`src/rtl/decode_stage_pkg.sv`:
```
// decode_stage_pkg: opcode constants, one-hot format indices and buffer states for decode_stage.
package decode_stage_pkg;
  localparam logic [6:0] OP_LUI      = 7'h37;
  localparam logic [6:0] OP_AUIPC    = 7'h17;
  localparam logic [6:0] OP_JAL      = 7'h6F;
  localparam logic [6:0] OP_JALR     = 7'h67;
  localparam logic [6:0] OP_BRANCH   = 7'h63;
  localparam logic [6:0] OP_LOAD     = 7'h03;
  localparam logic [6:0] OP_STORE    = 7'h23;
  localparam logic [6:0] OP_IMM      = 7'h13;
  localparam logic [6:0] OP_OP       = 7'h33;
  localparam logic [6:0] OP_IMM_32   = 7'h1B;
  localparam logic [6:0] OP_OP_32    = 7'h3B;
  localparam logic [6:0] OP_SYSTEM   = 7'h73;
  localparam logic [6:0] OP_MISC_MEM = 7'h0F;
  localparam int FMT_I   = 0;
  localparam int FMT_U   = 1;
  localparam int FMT_J   = 2;
  localparam int FMT_B   = 3;
  localparam int FMT_S   = 4;
  localparam int FMT_SYS = 5;
  typedef enum logic [1:0] {ST_EMPTY = 2'd0, ST_ONE = 2'd1, ST_TWO = 2'd2} state_t;
  function automatic logic is_known_op(input logic [6:0] op);
    return op inside {OP_LUI, OP_AUIPC, OP_JAL, OP_JALR, OP_BRANCH, OP_LOAD, OP_STORE,
                      OP_IMM, OP_OP, OP_IMM_32, OP_OP_32, OP_SYSTEM, OP_MISC_MEM};
  endfunction
endpackage

```
`src/rtl/decode_imm_gen.sv`:
```
// decode_imm_gen: combinational instruction -> XLEN immediate and one-hot format tag.
// Ports: i_ins (32-bit instruction), o_imm (XLEN immediate), o_fmt ({SYS,S,B,J,U,I}, zero for R/none).
module decode_imm_gen
  import decode_stage_pkg::*;
#(
  parameter int XLEN = 32
) (
  input  logic [31:0]     i_ins,
  output logic [XLEN-1:0] o_imm,
  output logic [5:0]      o_fmt
);
  logic [6:0]      w_op;
  logic [XLEN-1:0] w_imm_i, w_imm_s, w_imm_b, w_imm_j, w_imm_u, w_imm_sys;
  assign w_op      = i_ins[6:0];
  assign w_imm_i   = XLEN'($signed(i_ins[31:20]));
  assign w_imm_s   = XLEN'($signed({i_ins[31:25], i_ins[11:7]}));
  assign w_imm_b   = XLEN'($signed({i_ins[31], i_ins[7], i_ins[30:25], i_ins[11:8], 1'b0}));
  assign w_imm_j   = XLEN'($signed({i_ins[31], i_ins[19:12], i_ins[20], i_ins[30:21], 1'b0}));
  assign w_imm_u   = XLEN'($signed({i_ins[31:12], 12'b0}));
  assign w_imm_sys = XLEN'(i_ins[31:20]);
  always_comb begin
    o_imm = '0;
    o_fmt = '0;
    case (w_op)
      OP_JALR, OP_LOAD, OP_IMM, OP_IMM_32: begin
        o_imm        = w_imm_i;
        o_fmt[FMT_I] = 1'b1;
      end
      OP_STORE: begin
        o_imm        = w_imm_s;
        o_fmt[FMT_S] = 1'b1;
      end
      OP_BRANCH: begin
        o_imm        = w_imm_b;
        o_fmt[FMT_B] = 1'b1;
      end
      OP_JAL: begin
        o_imm        = w_imm_j;
        o_fmt[FMT_J] = 1'b1;
      end
      OP_LUI, OP_AUIPC: begin
        o_imm        = w_imm_u;
        o_fmt[FMT_U] = 1'b1;
      end
      OP_SYSTEM: begin
        o_imm          = w_imm_sys;
        o_fmt[FMT_SYS] = 1'b1;
      end
      default: ;
    endcase
  end
endmodule

```
`src/rtl/decode_stage.sv`:
```
// decode_stage: registered RV decode stage with a 2-entry buffer between fetch and execute.
// Ports: clk, rst_n (async low), flush (sync); in_valid/in_ready/in_pc/in_ins from fetch;
//   out_valid/out_ready and decoded head entry (pc, opcode, funct3/7, rs1, rs2, rd, csr, imm,
//   fmt, illegal) toward execute.
// Optional macro DECODE_ILLEGAL_EN enables illegal-opcode detection; otherwise out_illegal = 0.
module decode_stage
  import decode_stage_pkg::*;
#(
  parameter int XLEN  = 32,
  parameter int INS_W = 32
) (
  input  logic             clk,
  input  logic             rst_n,
  input  logic             flush,
  input  logic             in_valid,
  output logic             in_ready,
  input  logic [XLEN-1:0]  in_pc,
  input  logic [INS_W-1:0] in_ins,
  output logic             out_valid,
  input  logic             out_ready,
  output logic [XLEN-1:0]  out_pc,
  output logic [6:0]       out_opcode,
  output logic [2:0]       out_funct3,
  output logic [6:0]       out_funct7,
  output logic [4:0]       out_rs1,
  output logic [4:0]       out_rs2,
  output logic [4:0]       out_rd,
  output logic [11:0]      out_csr,
  output logic [XLEN-1:0]  out_imm,
  output logic [5:0]       out_fmt,
  output logic             out_illegal
);
  // Entries keep the raw instruction; the field outputs are plain slices of it.
  typedef struct packed {
    logic [XLEN-1:0]  pc;
    logic [INS_W-1:0] ins;
    logic [XLEN-1:0]  imm;
    logic [5:0]       fmt;
    logic             illegal;
  } entry_t;
  state_t          r_state;
  entry_t          r_head, r_skid, w_new;
  logic [XLEN-1:0] w_imm;
  logic [5:0]      w_fmt;
  logic            w_illegal, w_in_xfer, w_out_xfer;
  decode_imm_gen #(.XLEN(XLEN)) u_imm_gen (
    .i_ins(in_ins[31:0]),
    .o_imm(w_imm),
    .o_fmt(w_fmt)
  );
`ifdef DECODE_ILLEGAL_EN
  assign w_illegal = !is_known_op(in_ins[6:0]) || (in_ins[1:0] != 2'b11);
`else
  assign w_illegal = 1'b0;
`endif
  assign w_new      = {in_pc, in_ins, w_imm, w_fmt, w_illegal};
  assign in_ready   = r_state != ST_TWO;
  assign out_valid  = r_state != ST_EMPTY;
  assign w_in_xfer  = in_valid && in_ready;
  assign w_out_xfer = out_valid && out_ready;
  always_ff @(posedge clk or negedge rst_n) begin
    if (!rst_n) begin
      r_state <= ST_EMPTY;
      r_head  <= '0;
      r_skid  <= '0;
    end else if (flush) begin
      r_state <= ST_EMPTY;
      r_head  <= '0;
    end else begin
      case (r_state)
        ST_EMPTY: if (w_in_xfer) begin
          r_head  <= w_new;
          r_state <= ST_ONE;
        end
        ST_ONE: begin
          // Simultaneous in and out: the departing head is replaced by the new entry.
          if (w_in_xfer && !w_out_xfer) begin
            r_skid  <= w_new;
            r_state <= ST_TWO;
          end else if (w_in_xfer) r_head <= w_new;
          else if (w_out_xfer) r_state <= ST_EMPTY;
        end
        ST_TWO: if (w_out_xfer) begin
          r_head  <= r_skid;
          r_state <= ST_ONE;
        end
        default: r_state <= ST_EMPTY;
      endcase
    end
  end
  assign out_pc      = r_head.pc;
  assign out_opcode  = r_head.ins[6:0];
  assign out_funct3  = r_head.ins[14:12];
  assign out_funct7  = r_head.ins[31:25];
  assign out_rs1     = r_head.ins[19:15];
  assign out_rs2     = r_head.ins[24:20];
  assign out_rd      = r_head.ins[11:7];
  assign out_csr     = r_head.ins[31:20];
  assign out_imm     = r_head.imm;
  assign out_fmt     = r_head.fmt;
  assign out_illegal = r_head.illegal;
endmodule

```
`config.mk`:
```
export PLATFORM = sky130hd
export DESIGN_NAME = decode_stage
export DESIGN_NICKNAME = d
export VERILOG_FILES = /design/src/rtl/decode_stage_pkg.sv /design/src/rtl/decode_imm_gen.sv /design/src/rtl/decode_stage.sv
export SDC_FILE = /design/constraint.sdc
export NUM_CORES = 1
export LEC_CHECK = 0
export BUFFER_PORTS_ARGS = -buffer_cell sky130_fd_sc_hd__buf_4
export CAP_MARGIN = 25
export CORE_ASPECT_RATIO = 0.6
export CORE_MARGIN = 2
export CORE_UTILIZATION = 52
export CTS_BUF_LIST = sky130_fd_sc_hd__clkbuf_8
export DETAILED_ROUTE_END_ITERATION = 16
export GPL_ROUTABILITY_DRIVEN = 0
export PLACE_DENSITY = 0.83
export SLEW_MARGIN = 20
export SYNTH_ARGS = -nofsm -noshare
export SYNTH_HDL_FRONTEND = slang
export SYNTH_SLANG_ARGS = --single-unit
```
`constraint.sdc`:
```
create_clock -name clk -period 1.6 [get_ports clk]
set_clock_uncertainty 0.15 [all_clocks]
set_input_delay 0.16 -clock clk [delete_from_list [all_inputs] [get_ports clk]]
set_output_delay 0.16 -clock clk [all_outputs]
set_load 0.01 [all_outputs]
```
==> key figures <==
Floorplan
  • Rows: 37
  • Number of primary I/O pins: 186
  • Die outline width: 176 um
  • Effective utilization at floorplan: 0.536
  • Overall die area: 0.0190 mm^2
  • Overall die height: 107 um
  • Area of the core: 0.0173 mm^2

Drt
  • Via density per instance: 5.91
  • Drt initial violations: 1002
  • Total wirelength of the detailed-routed design: 32.0 mm
  • WL/cell: 20.8 um
  • Via count of the routed design: 9092
  • Length of the first detailed-routing pass in iterations: 6
  • Count of unresolved DRC violations after routing: 0
  • Final ANT Viol Nets: 0

Timing
  • Setup-failing EPs final: 207
  • F_max: 518 MHz
  • Worst slew margin relative to its limit: 0.460
  • Worst Tran Pin Value: 0.810 ns
  • Minimum clock period: 1.93 ns
  • Final count of hold timing violations: 0
  • Worst path setup slack after routing: -0.332 ns
  • Final count of pins violating max slew: 0
  • Unrepaired setup endpoints after global routing: yes
  • Final worst path period share: 1.21

Setup path
  • Register-to-register path setup slack: -0.32 ns
  • Worst EP required: 1.29 ns
  • Start-to-end type of the worst setup path: flip-flop to output port
  • Sort of element at the end of the critical path: output port
  • CP Launch Type: flip-flop
  • Critical path peak fanout: 3
  • Data arrival time of the critical path: 1.62 ns

Finish
  • Multi-input gate area in the final layout: 0.00444 mm^2
  • Fin nets: 1353
  • Number of fillers in the final layout: 880
  • Final standard cell count with taps included and fillers excluded: 1539
  • Area taken by flip-flops and latches: 0.00516 mm^2
  • Final design utilization: 0.826
  • Area growth, synth to finish: 54.2%
  • Design Area, Final: 0.0143 mm^2
  • Number of diodes: 0
  • Layout cells sized above 1: 0.398

Pwr
  • Post-layout total power: 13.6 mW
  • Leak pwr: 6.96 nW
  • Peak ir drop on the vdd network: 0.805 mV
  • Total power density per cell area: 953 mW/mm^2

Synth
  • Top cells by count, synth: sky130_fd_sc_hd__nand2_1 (316), sky130_fd_sc_hd__dfrtp_1 (206), sky130_fd_sc_hd__o31ai_1 (66)
  • Register area share after synthesis: 0.556
  • Yosys top cell area share: 0.556
  • Syn Area/Cell: 9.68 um^2
  • Cell type contributing the most total cell area after synthesis: sky130_fd_sc_hd__dfrtp_1
  • Top-count cell post-synth: sky130_fd_sc_hd__nand2_1
  • Area of the mapped netlist: 0.00927 mm^2
  • Ranking of synthesized cells by area: sky130_fd_sc_hd__dfrtp_1 (56%), sky130_fd_sc_hd__nand2_1 (13%), sky130_fd_sc_hd__mux2i_1 (7.0%), sky130_fd_sc_hd__o31ai_1 (5.3%), sky130_fd_sc_hd__buf_2 (2.4%)
  • Async set-reset flop share out of synthesis: 1.00
  • Post-synth EDFFs: 0
  • Number of register bits inferred by synthesis: 206
  • Synthesized Nets: 1027
  • Number of warning messages in the yosys log: 0
  • Post-Synthesis Cells: 958
  • Main synth FF type: sky130_fd_sc_hd__dfrtp_1
  • Number of library cell types mapped by synthesis: 48

Clock tree
  • Number of buffers inserted during clock tree synthesis: 30
  • CTS clk-pin slew, worst paths: 0.07 ns
  • Clock tree root driver cell: sky130_fd_sc_hd__clkbuf_8
  • CTS Buffer Depth: 3
  • Clock tree from TritonCTS: built
  • CTS sink count: 206
  • Level count of the clock H-tree: 1
  • Clock latency at the later pin of the worst-skew pair: 0.57 ns

Global routing
  • Gr usage total: 0.307
  • Total global routing overflow: 0
  • Via count of the first global-routing pass: 8609
  • Wire length of the first global-routing pass: 45.8 mm
  • Pin count of the biggest net entering global routing: 67
  • Antenna violations before repair: 0

Placed design
  • Number of placed cells counting well taps: 1380
  • Final HPWL from detailed placement: 17.5 mm
  • Instance area at placement: 0.0115 mm^2
  • Count of buffers inserted at the top-level ports: 184

Status
  • Run status: finished, violations left
  • Violations in the final reports: negative setup slack

Job
  • Max-cap viol count: 0

Worst hold path
  • Worst hold-check path type: input pin to flip-flop
## power by group
part,leakage (nW),switching (mW),internal (mW)
registers,2.68,0.594,5.97
logic,3.92,1.37,1.33
clock network,0.358,2.05,2.31
total,6.96,4.02,9.61
## flip-flops by register name, indices dropped and copies added, names as in the netlist
| signal | flops |
|---|---|
| out_rs1 | 5 |
| out_csr | 12 |
| r_state | 2 |
| out_pc | 32 |
| out_fmt | 6 |
| out_rd | 5 |
| out_opcode | 7 |
| r_skid | 102 |
| out_imm | 32 |
| out_funct3 | 3 |
## critical path, stage by stage (launching register included)
cell                      delay, ns
sky130_fd_sc_hd__dfrtp_1       0.40
sky130_fd_sc_hd__buf_6         0.13
sky130_fd_sc_hd__and2b_4       0.27
sky130_fd_sc_hd__inv_4         0.05
sky130_fd_sc_hd__buf_12        0.12
sky130_fd_sc_hd__buf_6         0.11
## final cells by class
cell class / count / area share
Clock buffer: 42 / 0.0404
Clock inverter: 11 / 0.00306
Inverter: 1 / 0.000438
Multi-Input combinational cell: 666 / 0.311
Sequential cell: 206 / 0.361
Tap cell: 234 / 0.0205
Timing Repair Buffer: 379 / 0.264
## routing by layer
layer  share of wire  GRT usage  wire [um]  up-vias
met5               0          0          0        -
li1                -          -          -     3952
met3            0.10     0.0643       3290       85
met1            0.40      0.441      12800     4481
met4           0.030     0.0762        964        0
met2            0.47      0.482      15000      574
## cell families after synthesis
kind of cell    synth area share
other cells             0.000404
simple gates               0.176
compound gates             0.149
mux                       0.0714
xor+xnor                0.000945
flops                      0.556
buf+inv                   0.0464
## worst paths after layout
path | start | to | depth (start not counted)
worst max-delay path | r_state[0] | in_ready | 5
worst min-delay path | in_ins[3] | out_imm[11] | 5
worst max register to register | r_state[0] | out_opcode[6] | 7
worst min register to register | r_skid[57] | r_skid[57] | 2
max in group asynchronous | rst_n | r_skid[100] | 4
min in group asynchronous | rst_n | out_rs1[4] | 3
## per-stage QoR
| stage | hold slack, ns | setup WS (ns) | TNS (ns) |
|---|---|---|---|
| after global placement | -0.0350 | -0.234 | -26.00 |
| final | 0.0348 | -0.332 | -41.05 |
| after CTS | 0.00232 | -0.313 | -25.85 |
| after detailed placement | -0.0362 | -0.318 | -32.25 |
| after global routing | 0.0473 | -0.367 | -52.46 |
| after floorplan | -0.286 | -0.0446 | -1.39 |
## cell usage in the layout, fill, tap and decap left out, types with 4 or more instances in the layout
cell type and instances:
sky130_fd_sc_hd__a21boi_1 4, sky130_fd_sc_hd__a21o_1 6, sky130_fd_sc_hd__a21oi_1 7, sky130_fd_sc_hd__a21oi_2 19, sky130_fd_sc_hd__a221oi_2 8, sky130_fd_sc_hd__a222oi_1 11
sky130_fd_sc_hd__a22o_1 18, sky130_fd_sc_hd__buf_12 30, sky130_fd_sc_hd__buf_16 6, sky130_fd_sc_hd__buf_4 239, sky130_fd_sc_hd__buf_6 18, sky130_fd_sc_hd__buf_8 9
sky130_fd_sc_hd__clkbuf_16 5, sky130_fd_sc_hd__clkbuf_8 43, sky130_fd_sc_hd__dfrtp_1 205, sky130_fd_sc_hd__dlygate4sd3_1 66, sky130_fd_sc_hd__inv_1 9, sky130_fd_sc_hd__mux2i_1 48
sky130_fd_sc_hd__mux2i_2 14, sky130_fd_sc_hd__nand2_1 247, sky130_fd_sc_hd__nand2_2 44, sky130_fd_sc_hd__nand2_4 25, sky130_fd_sc_hd__nand3_1 4, sky130_fd_sc_hd__nor2_1 27
sky130_fd_sc_hd__nor2_2 7, sky130_fd_sc_hd__nor2_4 14, sky130_fd_sc_hd__nor2b_1 5, sky130_fd_sc_hd__o21ai_0 23, sky130_fd_sc_hd__o21ai_1 15, sky130_fd_sc_hd__o31ai_1 57
sky130_fd_sc_hd__o31ai_2 9
## repair_timing
item                                   4_1_cts  5_1_grt
gates resized for setup                     88      190
pin swaps                                   26       85
setup buffers                               14       12
endpoints found under the hold margin      405        0
cloned                                       8        7
setup endpoints to repair                  201      207
hold buffers                                69        0
(Power assumes the default switching activity.)
